$ cat config.mk
export PLATFORM = sky130hd
export DESIGN_NAME = bt_cmd_parser
export DESIGN_NICKNAME = d
export VERILOG_FILES = /design/src/rtl/bt_pkg.sv /design/src/rtl/bt_hex2nib.sv /design/src/rtl/bt_cmd_parser.sv
export SDC_FILE = /design/constraint.sdc
export NUM_CORES = 1
export LEC_CHECK = 0
export BUFFER_PORTS_ARGS = -buffer_cell sky130_fd_sc_hd__buf_2
export CORE_ASPECT_RATIO = 0.9
export CORE_MARGIN = 3
export CORE_UTILIZATION = 40
export CTS_CLUSTER_DIAMETER = 120
export DETAILED_ROUTE_END_ITERATION = 10
export PLACE_DENSITY = 0.6
export SETUP_SLACK_MARGIN = 0.5
export SLEW_MARGIN = 0
export SYNTH_ARGS = -nofsm -noshare
export SYNTH_HDL_FRONTEND = slang
export SYNTH_SLANG_ARGS = --single-unit
$ cat constraint.sdc
create_clock -name clk_10Hz -period 5.1 [get_ports clk_10Hz]
set_input_delay 1.53 -clock clk_10Hz [delete_from_list [all_inputs] [get_ports clk_10Hz]]
set_output_delay 1.53 -clock clk_10Hz [all_outputs]
set_load 0.05 [all_outputs]
$ cat src/rtl/bt_pkg.sv
// rtl/bt_pkg.sv - shared ASCII constants and FSM state encoding for the BT command parser
package bt_pkg;

    localparam logic [7:0] CH_HASH = 8'h23;
    localparam logic [7:0] CH_LF   = 8'h0A;
    localparam logic [7:0] CH_CR   = 8'h0D;
    localparam logic [7:0] CMD_L   = 8'h4C;
    localparam logic [7:0] CMD_H   = 8'h48;
    localparam logic [7:0] CMD_T   = 8'h54;

    localparam logic [2:0] IDLE = 3'd0;
    localparam logic [2:0] CMD  = 3'd1;
    localparam logic [2:0] HI   = 3'd2;
    localparam logic [2:0] LO   = 3'd3;
    localparam logic [2:0] END  = 3'd4;

endpackage

$ cat src/rtl/bt_hex2nib.sv
// rtl/bt_hex2nib.sv - combinational ASCII hex digit to nibble decoder
module bt_hex2nib (
    input  logic [7:0] ascii,
    output logic [3:0] nib,
    output logic       is_hex
);

    always_comb begin
        nib    = 4'h0;
        is_hex = 1'b0;
        if (ascii >= 8'h30 && ascii <= 8'h39) begin
            nib    = ascii[3:0];
            is_hex = 1'b1;
        end else if ((ascii >= 8'h41 && ascii <= 8'h46) ||
                     (ascii >= 8'h61 && ascii <= 8'h66)) begin
            // 'A'/'a' have low nibble 1, so +9 maps them onto 10..15
            nib    = ascii[3:0] + 4'd9;
            is_hex = 1'b1;
        end
    end

endmodule

$ cat src/rtl/bt_cmd_parser.sv
// rtl/bt_cmd_parser.sv - ASCII command frame parser driving a 16-bit LED register
module bt_cmd_parser
    import bt_pkg::*;
#(
    parameter int TIMEOUT_CYCLES = 10_000_000
) (
    input  logic        clk_10Hz,
    input  logic        reset,
    input  logic [7:0]  rx_data,
    input  logic        rx_valid,
    output logic [15:0] led,
    output logic        cmd_done,
    output logic        cmd_err,
    output logic [7:0]  err_cnt
);

    localparam int            CW      = $clog2(TIMEOUT_CYCLES + 1);
    localparam logic [CW-1:0] TO_LAST = CW'(TIMEOUT_CYCLES - 1);

    logic [2:0]    state_q, state_d;
    logic [7:0]    cmd_q, cmd_d;
    logic [3:0]    hi_q, hi_d, lo_q, lo_d;
    logic [CW-1:0] tmo_q, tmo_d;
    logic [15:0]   led_q, led_d;
    logic          done_q, done_d, err_q, err_d;
    logic [7:0]    err_cnt_q, err_cnt_d;

    logic [3:0] nib;
    logic       is_hex;
    logic [7:0] arg;
    logic       is_hash, is_term, is_cmd, timeout;

    bt_hex2nib u_hex2nib (
        .ascii  (rx_data),
        .nib    (nib),
        .is_hex (is_hex)
    );

    assign arg     = {hi_q, lo_q};
    assign is_hash = (rx_data == CH_HASH);
    assign is_term = (rx_data == CH_LF) || (rx_data == CH_CR);
    assign is_cmd  = (rx_data == CMD_L) || (rx_data == CMD_H) || (rx_data == CMD_T);
    // an arriving byte always beats an expiring timer
    assign timeout = (state_q != IDLE) && !rx_valid && (tmo_q == TO_LAST);

    always_ff @(posedge clk_10Hz or negedge reset) begin
        if (!reset) begin
            state_q <= IDLE;
        end else begin
            state_q <= state_d;
        end
    end

    always_comb begin
        state_d = state_q;
        if (rx_valid) begin
            case (state_q)
                IDLE:    state_d = is_hash ? CMD : IDLE;
                CMD:     state_d = is_cmd ? HI : (is_hash ? CMD : IDLE);
                HI:      state_d = is_hex ? LO : (is_hash ? CMD : IDLE);
                LO:      state_d = is_hex ? END : (is_hash ? CMD : IDLE);
                END:     state_d = is_hash ? CMD : IDLE;
                default: state_d = IDLE;
            endcase
        end else if (timeout) begin
            state_d = IDLE;
        end
    end

    always_comb begin
        cmd_d  = cmd_q;
        hi_d   = hi_q;
        lo_d   = lo_q;
        led_d  = led_q;
        done_d = 1'b0;
        err_d  = 1'b0;
        tmo_d  = (rx_valid || state_q == IDLE || timeout) ? '0 : tmo_q + CW'(1);
        if (rx_valid) begin
            case (state_q)
                CMD: begin
                    if (is_cmd)        cmd_d = rx_data;
                    else if (!is_hash) err_d = 1'b1;
                end
                HI: begin
                    if (is_hex) hi_d  = nib;
                    else        err_d = 1'b1;
                end
                LO: begin
                    if (is_hex) lo_d  = nib;
                    else        err_d = 1'b1;
                end
                END: begin
                    if (!is_term) begin
                        err_d = 1'b1;
                    end else if (cmd_q == CMD_L) begin
                        led_d[7:0] = arg;
                        done_d     = 1'b1;
                    end else if (cmd_q == CMD_H) begin
                        led_d[15:8] = arg;
                        done_d      = 1'b1;
                    end else if (cmd_q == CMD_T && arg[7:4] == 4'h0) begin
                        led_d[arg[3:0]] = ~led_q[arg[3:0]];
                        done_d          = 1'b1;
                    end else begin
                        err_d = 1'b1;
                    end
                end
                default: ;
            endcase
        end else if (timeout) begin
            err_d = 1'b1;
        end
        err_cnt_d = (err_d && err_cnt_q != 8'hFF) ? err_cnt_q + 8'd1 : err_cnt_q;
    end

    always_ff @(posedge clk_10Hz or negedge reset) begin
        if (!reset) begin
            cmd_q     <= 8'h00;
            hi_q      <= 4'h0;
            lo_q      <= 4'h0;
            tmo_q     <= '0;
            led_q     <= 16'h0000;
            done_q    <= 1'b0;
            err_q     <= 1'b0;
            err_cnt_q <= 8'h00;
        end else begin
            cmd_q     <= cmd_d;
            hi_q      <= hi_d;
            lo_q      <= lo_d;
            tmo_q     <= tmo_d;
            led_q     <= led_d;
            done_q    <= done_d;
            err_q     <= err_d;
            err_cnt_q <= err_cnt_d;
        end
    end

    assign led      = led_q;
    assign cmd_done = done_q;
    assign cmd_err  = err_q;
    assign err_cnt  = err_cnt_q;

endmodule

# After elaboration in Yosys (flattened, before gate mapping)
# Index checks and enable logic that the tools add are counted.
# word_totals
output_inout_bits	26
register_bits	69
inputBits	11
word_cells	104
# classes
n_mux	37
addsub	3
reduce_logical	28
n_lt_le_gt_ge	8
eq_ne	16
n_bitwise	2
# ops
operator	n
8-bit by 7-bit equality test with 1-bit output (second input constant)	6
24-bit by 1-bit adder with 24-bit output (second input constant)	1
24-bit equality test (second input constant)	1
24-bit two-way mux	1
8-bit two-way mux	3
1-bit two-way mux	20
16-bit bitwise mux	1
8-bit by 4-bit equality test with 1-bit output (second input constant)	2
8-bit by 7-bit greater-or-equal comparator with 1-bit output (second input constant)	2
8-bit by 7-bit <= comparator with 1-bit output (second input constant)	2
16-bit two-way mux	1
3-bit two-way mux	5
3-bit case mux with 4 select lines	1
5-bit AND reduction	2
3-bit AND reduction	3
8-bit by 1-bit adder with 8-bit output (second input constant)	1
8-bit by 6-bit equality test with 1-bit output (second input constant)	1
8-bit by 6-bit greater-or-equal comparator with 1-bit output (second input constant)	1
8-bit by 6-bit <= comparator with 1-bit output (second input constant)	1
1-bit logical AND	8
4-bit two-way mux	2
8-bit != test (second input constant)	1
3-bit by 2-bit equality test with 1-bit output (second input constant)	2
1-bit logical OR	6
16 further kinds	20

# Depth between registers and ports, before layout
# Gate-level depths: netlist (run 1).
# depth
ltp_word	9
ltp_mapped	9
mapped_depth_nobuf	8

# Cells and area by module
# Synthesis (run 1) repeated with hierarchy kept, for this count alone.
# unflattened
hier_cells	392
hier_area_um2	3888.7
# by_module_without_submodules
module	area_per_inst_um2	cells_per_inst	n_inst	seq_area_each_um2
bt_cmd_parser	3684.8	367	1	1726.7
bt_hex2nib	203.9	25	1	0.0

# Worst setup path after synthesis (run 1)
# No wires, ideal clock.
# synth_timing
path_type	input -> register
startpoint	input port rx_data[4]
endpoint	register err_cnt_q[1] (netlist: err_cnt[1])
t_required_ns	4.975
cell_stages	5
path_slack_ns	1.779
setup_ns	0.125
arrival_time_ns	3.196
path_buffers	0
path_cell_list	or4b_1 or4_4 a21oi_4 a31oi_2 mux2_4
# synth_via
elab_chain_len	9
elab_cells_between_ends	28
classes_between	6 x order compare; 6 x eq/ne; 8 x mux; 8 x reduce/logical
# synth_rtl
item	line	source
start: declaration	bt_cmd_parser.sv:9	input logic [7:0] rx_data,
8-bit by 7-bit greater-or-equal comparator with 1-bit output, or another cell as far along	bt_hex2nib.sv:14	end else if ((ascii >= 8'h41 && ascii <= 8'h46) ||
1-bit logical AND, on equally long branches	bt_hex2nib.sv:14, bt_hex2nib.sv:15	
1-bit logical OR	bt_hex2nib.sv:14	
1-bit two-way mux	bt_hex2nib.sv:14	
1-bit two-way mux	bt_hex2nib.sv:11	if (ascii >= 8'h30 && ascii <= 8'h39) begin
1-bit two-way mux	bt_cmd_parser.sv:85, bt_cmd_parser.sv:89	
1-bit case mux with 3 select lines *	bt_cmd_parser.sv:79	case (state_q)
1-bit two-way mux *	bt_cmd_parser.sv:78	if (rx_valid) begin
1-bit logical AND *	bt_cmd_parser.sv:113	err_cnt_d = (err_d && err_cnt_q != 8'hFF) ? err_cnt_q + 8'd1 : err_cnt_q;
end signal: assignment	bt_cmd_parser.sv:134	err_cnt_q <= err_cnt_d;
end: declaration	bt_cmd_parser.sv:26	logic [7:0] err_cnt_q, err_cnt_d;
# Mark *: on every way between the ends. The rest lies on a longest branch, timed or not.
# A chain may end at the register's enable or synchronous reset.

# Worst setup path in the final report (run 1)
# layout_timing
startpoint	input port rx_data[3]
endpoint	register err_cnt_q[1] (netlist: err_cnt[1])
# Same word-level chain as after synthesis.

==> metrics, run 1 <==
status=finished, final reports clean; FF-to-FF Start=tmo_q[0]; Post-synth EDFFs=0; # H-tree levels=3; leading area contributor after synthesis=dfrtp_1; # Post-CTS Setup Buffers=0; placed cell count=544; Fmax achieved=306 MHz; WS Path Type=input pin to flop; Mapped Cells=400; routed vias/inst=5.41; Max Root-Sink Buffers=2; CTS sink count=69; Synth top area share=45.6%; CTS Hold Bufs=0; Place WS=1510 ps; Worst Setup EP=err_cnt[1]; final non-filler cell total=560; WP data required=5320 ps; GRT Overall Usage=16.2%; drt initial violations=149; first-pass GRT wire length=14.0 mm; Starting Density=41.3%; arrival time worst endpoint=3480 ps; Worst-path clk slew=70 ps; reg2reg path depth=6; fillers=902; Post-synth ARST share=100%; Final Worst Setup Slack=1840 ps; row cnt=33; Cell Area, Placed=4080 um^2; Total Power=1.03 mW; GRT Residual Overflow=0; GR peak layer=met1; Slew headroom=33.8%; Final Wtd Congestion=0.820; core box area=9170 um^2; grt met3 use=3.37%; clock skew=12.6 ps; YS warnings=0; CP max stage delay=540 ps; vias post-DR=3,028; Post-DP HPWL=5.81 mm; cts bufs inserted=9; unrepaired setup endpoints after global routing=no; Ant. Diodes=0; Crit. End Element=flop; Die Ht=98.3 um; sw frac=22.2%; die area=10,700 um^2; Setup TNS=0 ps; area delta synth->final=12.7%; post-CTS sizing=0; number of max-cap violations=0; Tmin final=3260 ps; synth cell count leaders=dfrtp_1 (69), nor2_1 (47), o21ai_0 (32); CTS root buf=clkbuf_8; post-synth net total=418; power density over the cells=240 nW/um^2; Final period util=64.0%; P_sw=228 uW; initial antenna violation count=0; largest net degree at the start of global routing=29; routed wire length per instance=14.5 um; nets=451; combinational share of power=4.0%; Slowest-stage cell, CP=or4b_1; vias in the first global route=2,933; worst skew pair latency=340 ps; TritonCTS clock tree=yes; internal power=798 uW; Setup crit start kind=input pin; Area contributors post-synth=dfrtp_1 (46%), nor2_1 (4.7%), o21ai_0 (4.2%), a21oi_1 (3.0%), xnor2_1 (3.0%); #FFs+latches synth=69; area of the mapped netlist=3790 um^2; met1 GRT Util=23.9%; synth unique cells=62; Final Hold Viols=0; antenna-violating nets left=0; M2 GR Usage=23.8%; share of layout cells above drive strength 1=16.4%; IO buf count=36; final wirelength=8.13 mm; io pins=37; Reg-to-Reg End=tmo_q[11]; Register-to-Register Setup Slack=2460 ps; Final Setup Violations=0; CP Cell Sequence=buf_2 > or4b_1 > a211oi_2 > nor2_1 > a22oi_2 > a31oi_2 > mux2_4; Max Slew Vio Count=0; Peak VDD IR=0.162 mV; Leak=1.88 nW; Syn Area/Cell=9.47 um^2; HP Class=flop to flop; DR pass1 iterations=5; chip width=109 um; most frequent cell after synthesis=dfrtp_1; Critical path origin=rx_data[3]; cell area after layout=4270 um^2; DRC=0; Clk network pwr share=42.4%; Seq/Total Area, Yosys=45.6%; ys flop type=dfrtp_1; CP Max Fanout=8; sequential fraction of design power=53.6%; Worst-Margin Slew=987 ps
[worst min-delay path by stage]
stage               startpoint       end  slack, ps  cells after the start
floorplan             cmd_q[6]  cmd_q[6]        420                      1
CTS                   cmd_q[6]  cmd_q[6]        460                      1
global placement      cmd_q[6]  cmd_q[6]        440                      1
detailed placement    cmd_q[6]  cmd_q[6]        440                      1
global route          cmd_q[5]  cmd_q[5]        500                      1
finish                cmd_q[6]  cmd_q[6]        470                      1
[placed cells by master, fill, tap and decap left out, types with 5 or more instances in the layout]
cell / count
a21oi_1: 23
a22oi_1: 13
a31oi_1: 10
and3_1: 11
buf_2: 36
clkbuf_8: 10
dfrtp_1: 69
ha_1: 7
inv_1: 11
nand2_1: 27
nand3_1: 20
nand4_1: 8
nor2_1: 47
nor2b_1: 6
nor3_1: 5
o21ai_0: 32
xnor2_1: 13
xor2_1: 13
[cell type report]
cell class,count,area (um^2),area share (%)
inverter,11,41.3,0.967
tap,122,153,3.57
multi-input combinational,303,1960,45.8
clock buffer,12,145,3.40
clock inverter,4,47.5,1.11
timing repair buffer,39,203,4.75
sequential,69,1730,40.4
[power groups by stage]
stage	clock network (mW)	logic (mW)	registers, mW
2_1_floorplan	0	0.0134	0.565
3_3_place_gp	0	0.0420	0.561
3_5_place_dp	0	0.0423	0.561
4_1_cts	0.452	0.0428	0.550
5_1_grt	0.473	0.0471	0.550
6_report	0.435	0.0414	0.550
[cells by family after synthesis]
logic type | after synthesis | synth area share (%)
muxes | 11 | 4.19
xor gates and xnor gates | 26 | 6.01
DFF | 69 | 45.6
buffers and inverters | 28 | 2.84
AOI/OAI and AO/OA | 100 | 16.9
and+or+nand+nor | 159 | 22.2
adders and majority gates | 7 | 2.31
[state kept, by name (all words and copies together), names as in the netlist]
signal,cells
tmo_q,24
hi_q,4
cmd_err,1
led,16
cmd_q,8
state_q,3
cmd_done,1
lo_q,4
err_cnt,8
[stage by stage]
stage | hold WS [ps] | util (%)
floorplan | 424 | -
global placement | 440 | 44.5
detailed placement | 445 | 44.5
CTS | 464 | 46.6
global route | 499 | 46.6
finish | 465 | 46.6
[routing by layer]
metal / wire length [um] / part of all wire (%)
met1: 4220 / 52
met3: 278 / 3.4
met4: 91 / 1.1
met5: 0 / 0
met2: 3540 / 44
[critical path: cells and delay by family]
kind | cells | cell delay (ps)
and+or+nand+nor | 2 | 670
buffers and inverters | 1 | 140
AOI/OAI and AO/OA | 3 | 810
muxes | 1 | 330
Note: power is estimated with default switching activity, not from simulation.
==> inputs of run 2 (changes only) <==
--- a/config.mk
+++ b/config.mk
@@ -5,13 +5,14 @@
 export SDC_FILE = /design/constraint.sdc
 export NUM_CORES = 1
 export LEC_CHECK = 0
+export ABC_AREA = 1
 export BUFFER_PORTS_ARGS = -buffer_cell sky130_fd_sc_hd__buf_2
 export CORE_ASPECT_RATIO = 0.9
 export CORE_MARGIN = 3
 export CORE_UTILIZATION = 40
 export CTS_CLUSTER_DIAMETER = 120
 export DETAILED_ROUTE_END_ITERATION = 10
-export PLACE_DENSITY = 0.6
+export PLACE_DENSITY = 0.59
 export SETUP_SLACK_MARGIN = 0.5
 export SLEW_MARGIN = 0
 export SYNTH_ARGS = -nofsm -noshare
==> constraint.sdc (replaced) <==
create_clock -name clk_10Hz -period 3.3 [get_ports clk_10Hz]
set_input_delay 0.99 -clock clk_10Hz [delete_from_list [all_inputs] [get_ports clk_10Hz]]
set_output_delay 0.99 -clock clk_10Hz [all_outputs]
set_load 0.05 [all_outputs]
==> metrics, run 2 <==
status=finished, final reports clean (unchanged); arrival time worst endpoint=2660 ps (was 3480 ps); Ant. Diodes=0 (unchanged); Syn Area/Cell=6.97 um^2 (was 9.47 um^2); Post-DP HPWL=8.29 mm (was 5.81 mm); worst skew pair latency=330 ps (was 340 ps); Final Hold Viols=0 (unchanged); leading area contributor after synthesis=dfrtp_1 (unchanged); sw frac=23.1% (was 22.2%); CTS Hold Bufs=0 (unchanged); Reg-to-Reg End=tmo_q[12] (was tmo_q[11]); CTS root buf=clkbuf_16 (was clkbuf_8); highest-count cells in the layout ignoring fill and taps=nand2_1 (191), nor2_1 (82), dfrtp_1 (69), inv_1 (55), buf_2 (36) (was dfrtp_1 (69), nor2_1 (47), buf_2 (36), o21ai_0 (32), nand2_1 (27)); TritonCTS clock tree=yes (unchanged); largest family of logic cells by synthesized area=simple AND/OR/NAND/NOR gates (unchanged); Post-synth ARST share=100% (unchanged); #FFs+latches synth=69 (unchanged); Crit. End Element=flop (unchanged); wire length on met1=5.42 mm (was 4.22 mm); Worst-path clk slew=50 ps (was 70 ps); HP Class=flop to flop (unchanged); Fmax achieved=409 MHz; WP data required=3510 ps (was 5320 ps); Mapped Cells=613 (was 400); Slew headroom=63.5% (was 33.8%); Area contributors post-synth=dfrtp_1 (40%), nand2_1 (17%), nor2_1 (7.2%), inv_1 (4.8%), a21oi_1 (3.6%) (was dfrtp_1 (46%), nor2_1 (4.7%), o21ai_0 (4.2%), a21oi_1 (3.0%), xnor2_1 (3.0%)); Hold Slack=453 ps (was 465 ps); internal power=1.55 mW (was 798 uW); vias in the first global route=3,726 (was 2,933); ys flop type=dfrtp_1 (unchanged); Die Ht=104 um (was 98.3 um); WS Path Type=input pin to flop (unchanged); routed vias/inst=5.22 (was 5.41); core box area=10,300 um^2 (was 9170 um^2); combinational share of power=7.2% (was 4.0%); power density over the cells=414 nW/um^2 (was 240 nW/um^2); CP Max Fanout=10 (was 8); nets=669 (was 451); first-pass GRT wire length=18.4 mm (was 14.0 mm); IO buf count=36 (unchanged); largest net degree at the start of global routing=27 (was 29); max reg flops=24 (unchanged); mux share of post-synthesis cell area=0% (was 4.19%); Adder-Cell Fraction of Synth Area=2.05% (was 2.31%); clock skew=6.19 ps (was 12.6 ps); Starting Density=41.3% (about the same); Total Power=2.02 mW (was 1.03 mW); FF-to-FF Start=tmo_q[0] (unchanged); row cnt=35 (was 33); Leak=2.53 nW (was 1.88 nW); Setup TNS=0 ps (unchanged); Register-to-Register Setup Slack=1020 ps (was 2460 ps); area delta synth->final=14.0% (was 12.7%); vias post-DR=4,094 (was 3,028); Most common cell on crit path=nand2_1; final wirelength=11.0 mm (was 8.13 mm); Simple-Gate Fraction of Synth Area=35.9% (was 22.2%); GRT Overall Usage=19.0% (was 16.2%); DRC=0 (unchanged); synth cell count leaders=nand2_1 (191), nor2_1 (82), dfrtp_1 (69) (was dfrtp_1 (69), nor2_1 (47), o21ai_0 (32)); # Post-CTS Setup Buffers=0 (unchanged); CP Cell Sequence=buf_2 > inv_1 > ha_1 > nand3b_1 > nand2_1 > nand2_1 > nand2_1 > nand4_1 > nand3_4 > nand3_2 > nand2_1 > nand2_1 (was buf_2 > or4b_1 > a211oi_2 > nor2_1 > a22oi_2 > a31oi_2 > mux2_4); most frequent cell after synthesis=nand2_1 (was dfrtp_1); CP max stage delay=220 ps (was 540 ps); post-synthesis xor/xnor area fraction=2.67% (was 6.01%); register area=1730 um^2 (unchanged); DR pass1 iterations=5 (unchanged); area of the mapped netlist=4270 um^2 (was 3790 um^2); Seq/Total Area, Yosys=40.4% (was 45.6%); drt initial violations=284 (was 149); P_sw=467 uW (was 228 uW); die area=12,000 um^2 (was 10,700 um^2); unrepaired setup endpoints after global routing=no (unchanged); Post-synth EDFFs=0 (unchanged); Worst-Margin Slew=546 ps (was 987 ps); synth unique cells=33 (was 62); Setup crit start kind=input pin (unchanged); Cell Area, Placed=4560 um^2 (was 4080 um^2); Final Wtd Congestion=0.877 (was 0.820); metal3 WL=545 um (was 278 um); share of layout cells above drive strength 1=12.7% (was 16.4%); number of max-cap violations=0 (unchanged); Final Setup Violations=0 (unchanged); uppermost routed layer=met4 (unchanged); Worst Setup EP=err_cnt[5] (was err_cnt[1]); Slowest-stage cell, CP=ha_1 (was or4b_1); post-CTS sizing=0 (unchanged); # H-tree levels=3 (unchanged); Biggest register=tmo_q (unchanged); initial antenna violation count=0 (unchanged); hold path depth=1 (unchanged); Max Root-Sink Buffers=2 (unchanged); cts bufs inserted=9 (unchanged); GRT Residual Overflow=0 (unchanged); Peak VDD IR=0.302 mV (was 0.162 mV); commonest non-fill, non-tap cell in the layout=nand2_1 (was dfrtp_1); CTS sink count=69 (unchanged); sequential fraction of design power=43.2% (was 53.6%); fillers=1,043 (was 902); post-synth net total=631 (was 418); cell area after layout=4870 um^2 (was 4270 um^2); area occupied by multi-input gates=2220 um^2 (was 1960 um^2); Tmin final=2450 ps; Max Slew Vio Count=0 (unchanged); reg2reg path depth=10 (was 6); Final period util=74.2%; Critical path origin=rx_data[1] (was rx_data[3]); Synth top area share=40.4% (was 45.6%); YS warnings=0 (unchanged); Clk network pwr share=49.6% (was 42.4%); chip width=115 um (was 109 um); metal2 WL=4.95 mm (was 3.54 mm); routed wire length per instance=14.0 um (was 14.5 um); antenna-violating nets left=0 (unchanged); io pins=37 (unchanged); complex-gate fraction of the synthesized area=11.2% (was 16.9%)
## run 2: changes by cell type after synthesis, sizes merged, moves of 12 or more
cell,before,now
nor2,48,90
nand4,8,22
clkbuf,14,2
and3,12,0
nand2,28,193
inv,11,70
## run 2: area by class of cell
class	instances	share of cell area, %
Tap cell	129	3.31
Clock inverter	5	1.54
Inverter	70	5.39
Timing Repair Buffer	38	4.01
Multi-Input combinational cell	463	45.5
Sequential cell	69	35.4
Clock buffer	11	4.78
## run 2: power groups by stage
stage	combinational [mW]	clock (mW)	sequential, mW
2_1_floorplan	0.0613	0	0.910
6_report	0.145	1.00	0.872
5_1_grt	0.164	1.07	0.875
3_3_place_gp	0.146	0	0.886
3_5_place_dp	0.146	0	0.888
4_1_cts	0.146	1.03	0.873
## run 2: metrics by stage
step / utilization (%) / worst slack (ps) / instances
2_1_floorplan: - / 993 / 613
3_3_place_gp: 44.2 / 544 / 769
3_5_place_dp: 44.2 / 521 / 769
4_1_cts: 47.1 / 863 / 785
5_1_grt: 47.1 / 698 / 785
6_report: 47.1 / 853 / 785
## run 2: worst max-delay path: cells and delay by family
family                   cells  cell delay, ps
buffers and inverters        2             220
adder cells (fa/ha/maj)      1             220
AND/OR/NAND/NOR              9            1220
## run 2: cell families after synthesis
family                   Yosys count
buffers and inverters             81
AO/OA/AOI/OAI                     89
adder cells (fa/ha/maj)            7
AND/OR/NAND/NOR                  354
XOR/XNOR                          13
flip-flops                        69
## run 2: worst min path at each step
stage / start / to / slack, ps
global placement: cmd_q[6] / cmd_q[6] / 450
floorplan: tmo_q[0] / tmo_q[0] / 430
detailed placement: tmo_q[0] / tmo_q[0] / 450
finish: tmo_q[0] / tmo_q[0] / 450
global route: cmd_q[6] / cmd_q[6] / 490
CTS: tmo_q[0] / tmo_q[0] / 460
## run 2: metal layers
metal | vias up | track usage (%)
met5 | - | 0
met2 | 108 | 28.9
met1 | 1914 | 27.7
li1 | 2066 | -
met4 | 0 | 3.35
met3 | 6 | 4.54
==> inputs of run 3 (changes only) <==
==> constraint.sdc (replaced) <==
create_clock -name clk_10Hz -period 2.4 [get_ports clk_10Hz]
set_input_delay 0.72 -clock clk_10Hz [delete_from_list [all_inputs] [get_ports clk_10Hz]]
set_output_delay 0.72 -clock clk_10Hz [all_outputs]
set_load 0.05 [all_outputs]
==> metrics, run 3 (synthesis gave the netlist of run 2 again) <==
status=finished, final reports clean (unchanged); Slowest-stage cell, CP=nand3b_1 (was ha_1); TritonCTS clock tree=yes (unchanged); number of max-cap violations=0 (unchanged); commonest non-fill, non-tap cell in the layout=nand2_1 (unchanged); WP data required=2630 ps (was 3510 ps); share of layout cells above drive strength 1=18.8% (was 12.7%); CP max stage delay=200 ps (was 220 ps); highest-count cells in the layout ignoring fill and taps=nand2_1 (183), nor2_1 (81), dfrtp_1 (69), inv_1 (53), buf_2 (34) (was nand2_1 (191), nor2_1 (82), dfrtp_1 (69), inv_1 (55), buf_2 (36)); sequential fraction of design power=42.3% (was 43.2%); Crit. End Element=flop (unchanged); first-pass GRT wire length=18.3 mm (was 18.4 mm); power density over the cells=543 nW/um^2 (was 414 nW/um^2); Most common cell on crit path=nand2_1 (unchanged); DRC=0 (unchanged); CP Max Fanout=8 (was 10); Setup TNS=0 ps (unchanged); internal power=2.14 mW (was 1.55 mW); metal3 WL=520 um (was 545 um); P_sw=693 uW (was 467 uW); Tmin final=1860 ps; Worst-path clk slew=60 ps (was 50 ps); Biggest register=tmo_q (unchanged); combinational share of power=7.7% (was 7.2%); arrival time worst endpoint=2090 ps (was 2660 ps); Peak VDD IR=0.413 mV (was 0.302 mV); Max Slew Vio Count=0 (unchanged); antenna-violating nets left=0 (unchanged); drt initial violations=170 (was 284); CP Cell Sequence=buf_8 > inv_8 > ha_4 > nand3b_1 > nand2_1 > nand2_1 > nand2_2 > nand4_1 > nand3_4 > nand3_4 > nand2_1 > nand2_1 (was buf_2 > inv_1 > ha_1 > nand3b_1 > nand2_1 > nand2_1 > nand2_1 > nand4_1 > nand3_4 > nand3_2 > nand2_1 > nand2_1); sw frac=24.4% (was 23.1%); metal2 WL=4.79 mm (was 4.95 mm); CTS root buf=clkbuf_16 (unchanged); vias in the first global route=3,843 (was 3,726); Die Ht=104 um (unchanged); DR pass1 iterations=5 (unchanged); Fmax achieved=538 MHz; Final Hold Viols=0 (unchanged); cts bufs inserted=9 (unchanged); Final Wtd Congestion=0.875 (was 0.877); Max Root-Sink Buffers=2 (unchanged); final wirelength=10.6 mm (was 11.0 mm); Leak=2.65 nW (was 2.53 nW); Post-DP HPWL=7.51 mm (was 8.29 mm); routed vias/inst=5.03 (was 5.22); clock skew=4.13 ps (was 6.19 ps); Final period util=77.5%; # H-tree levels=3 (unchanged); nets=689 (was 669); Starting Density=41.3% (unchanged); Final Worst Setup Slack=540 ps (was 853 ps); routed wire length per instance=13.1 um (was 14.0 um); WS Path Type=input pin to flop (unchanged); area delta synth->final=22.4% (was 14.0%); Clk network pwr share=50.0% (was 49.6%); chip width=115 um (unchanged); Setup crit start kind=input pin (unchanged); io pins=37 (unchanged); HP Class=input pin to async pin (was flop to flop); GRT Overall Usage=18.8% (was 19.0%); die area=12,000 um^2 (unchanged); CTS sink count=69 (unchanged); largest net degree at the start of global routing=70 (was 27); Ant. Diodes=0 (unchanged); Slew headroom=70.3% (was 63.5%); row cnt=35 (unchanged); uppermost routed layer=met4 (unchanged); Place WS=75.3 ps (was 521 ps); unrepaired setup endpoints after global routing=yes (was no); max reg flops=24 (unchanged); wire length on met1=5.09 mm (was 5.42 mm); vias post-DR=4,053 (was 4,094); IO buf count=36 (unchanged); worst skew pair latency=340 ps (was 330 ps); Total Power=2.84 mW (was 2.02 mW); Worst-Margin Slew=444 ps (was 546 ps); core box area=10,300 um^2 (unchanged); Final Setup Violations=0 (unchanged); GRT Residual Overflow=0 (unchanged); initial antenna violation count=0 (unchanged)
run 3: repair_timing:
item | in CTS | in global routing
setup endpoints to repair | 17 | 41
endpoints found under the hold margin | 0 | 0
hold buffers | 0 | 0
buffers inserted | 5 | 10
resized for setup | 8 | 22
pin swaps | 3 | 15
run 3: cell type report:
cell class / count / area (um^2)
well taps: 129 / 161
flip-flops and latches: 69 / 1730
multi-input cells: 463 / 2350
clock inverters: 7 / 90.1
repair buffers: 58 / 403
fillers: 1005 / 5110
inverters: 70 / 274
clock buffers: 9 / 225
run 3: metrics by stage:
stage / util, % / std cells / hold WS, ps / cell area, um^2
2_1_floorplan: - / 613 / 424 / 4320
3_3_place_gp: 45.1 / 774 / 450 / 4660
3_5_place_dp: 45.1 / 774 / 455 / 4660
4_1_cts: 48.8 / 795 / 417 / 5040
5_1_grt: 50.6 / 805 / 432 / 5230
6_report: 50.6 / 805 / 387 / 5230
run 3: power by group through the flow:
stage | registers (mW) | clock network, mW | logic [mW]
after floorplan | 1.25 | 0 | 0.0875
after global placement | 1.22 | 0 | 0.209
after detailed placement | 1.22 | 0 | 0.210
after CTS | 1.20 | 1.45 | 0.213
after global routing | 1.20 | 1.50 | 0.246
final | 1.20 | 1.42 | 0.219
run 3: final timing paths:
check                                   to  cells past startpoint  slack (ps)        from
worst max register to register      led[3]                     11         620     lo_q[1]
worst min-delay path             tmo_q[13]                      2         390       reset
worst max-delay path            err_cnt[5]                     12         540  rx_data[1]
worst min register to register    cmd_q[6]                      2         460    cmd_q[6]
min in group clk_10Hz             cmd_q[6]                      2         460    cmd_q[6]
max in group asynchronous         cmd_q[5]                      2        1700       reset
run 3: worst max-delay path: cells and delay by family:
family                     cells  cell delay [ps]
adders and majority gates      1              150
and+or+nand+nor                9             1090
buffers and inverters          2              130
run 3: routing by layer:
metal	up-vias	track usage (%)
li1	2104	-
met5	-	0
met1	1831	26.1
met3	10	4.77
met2	108	28.4
met4	0	6.29
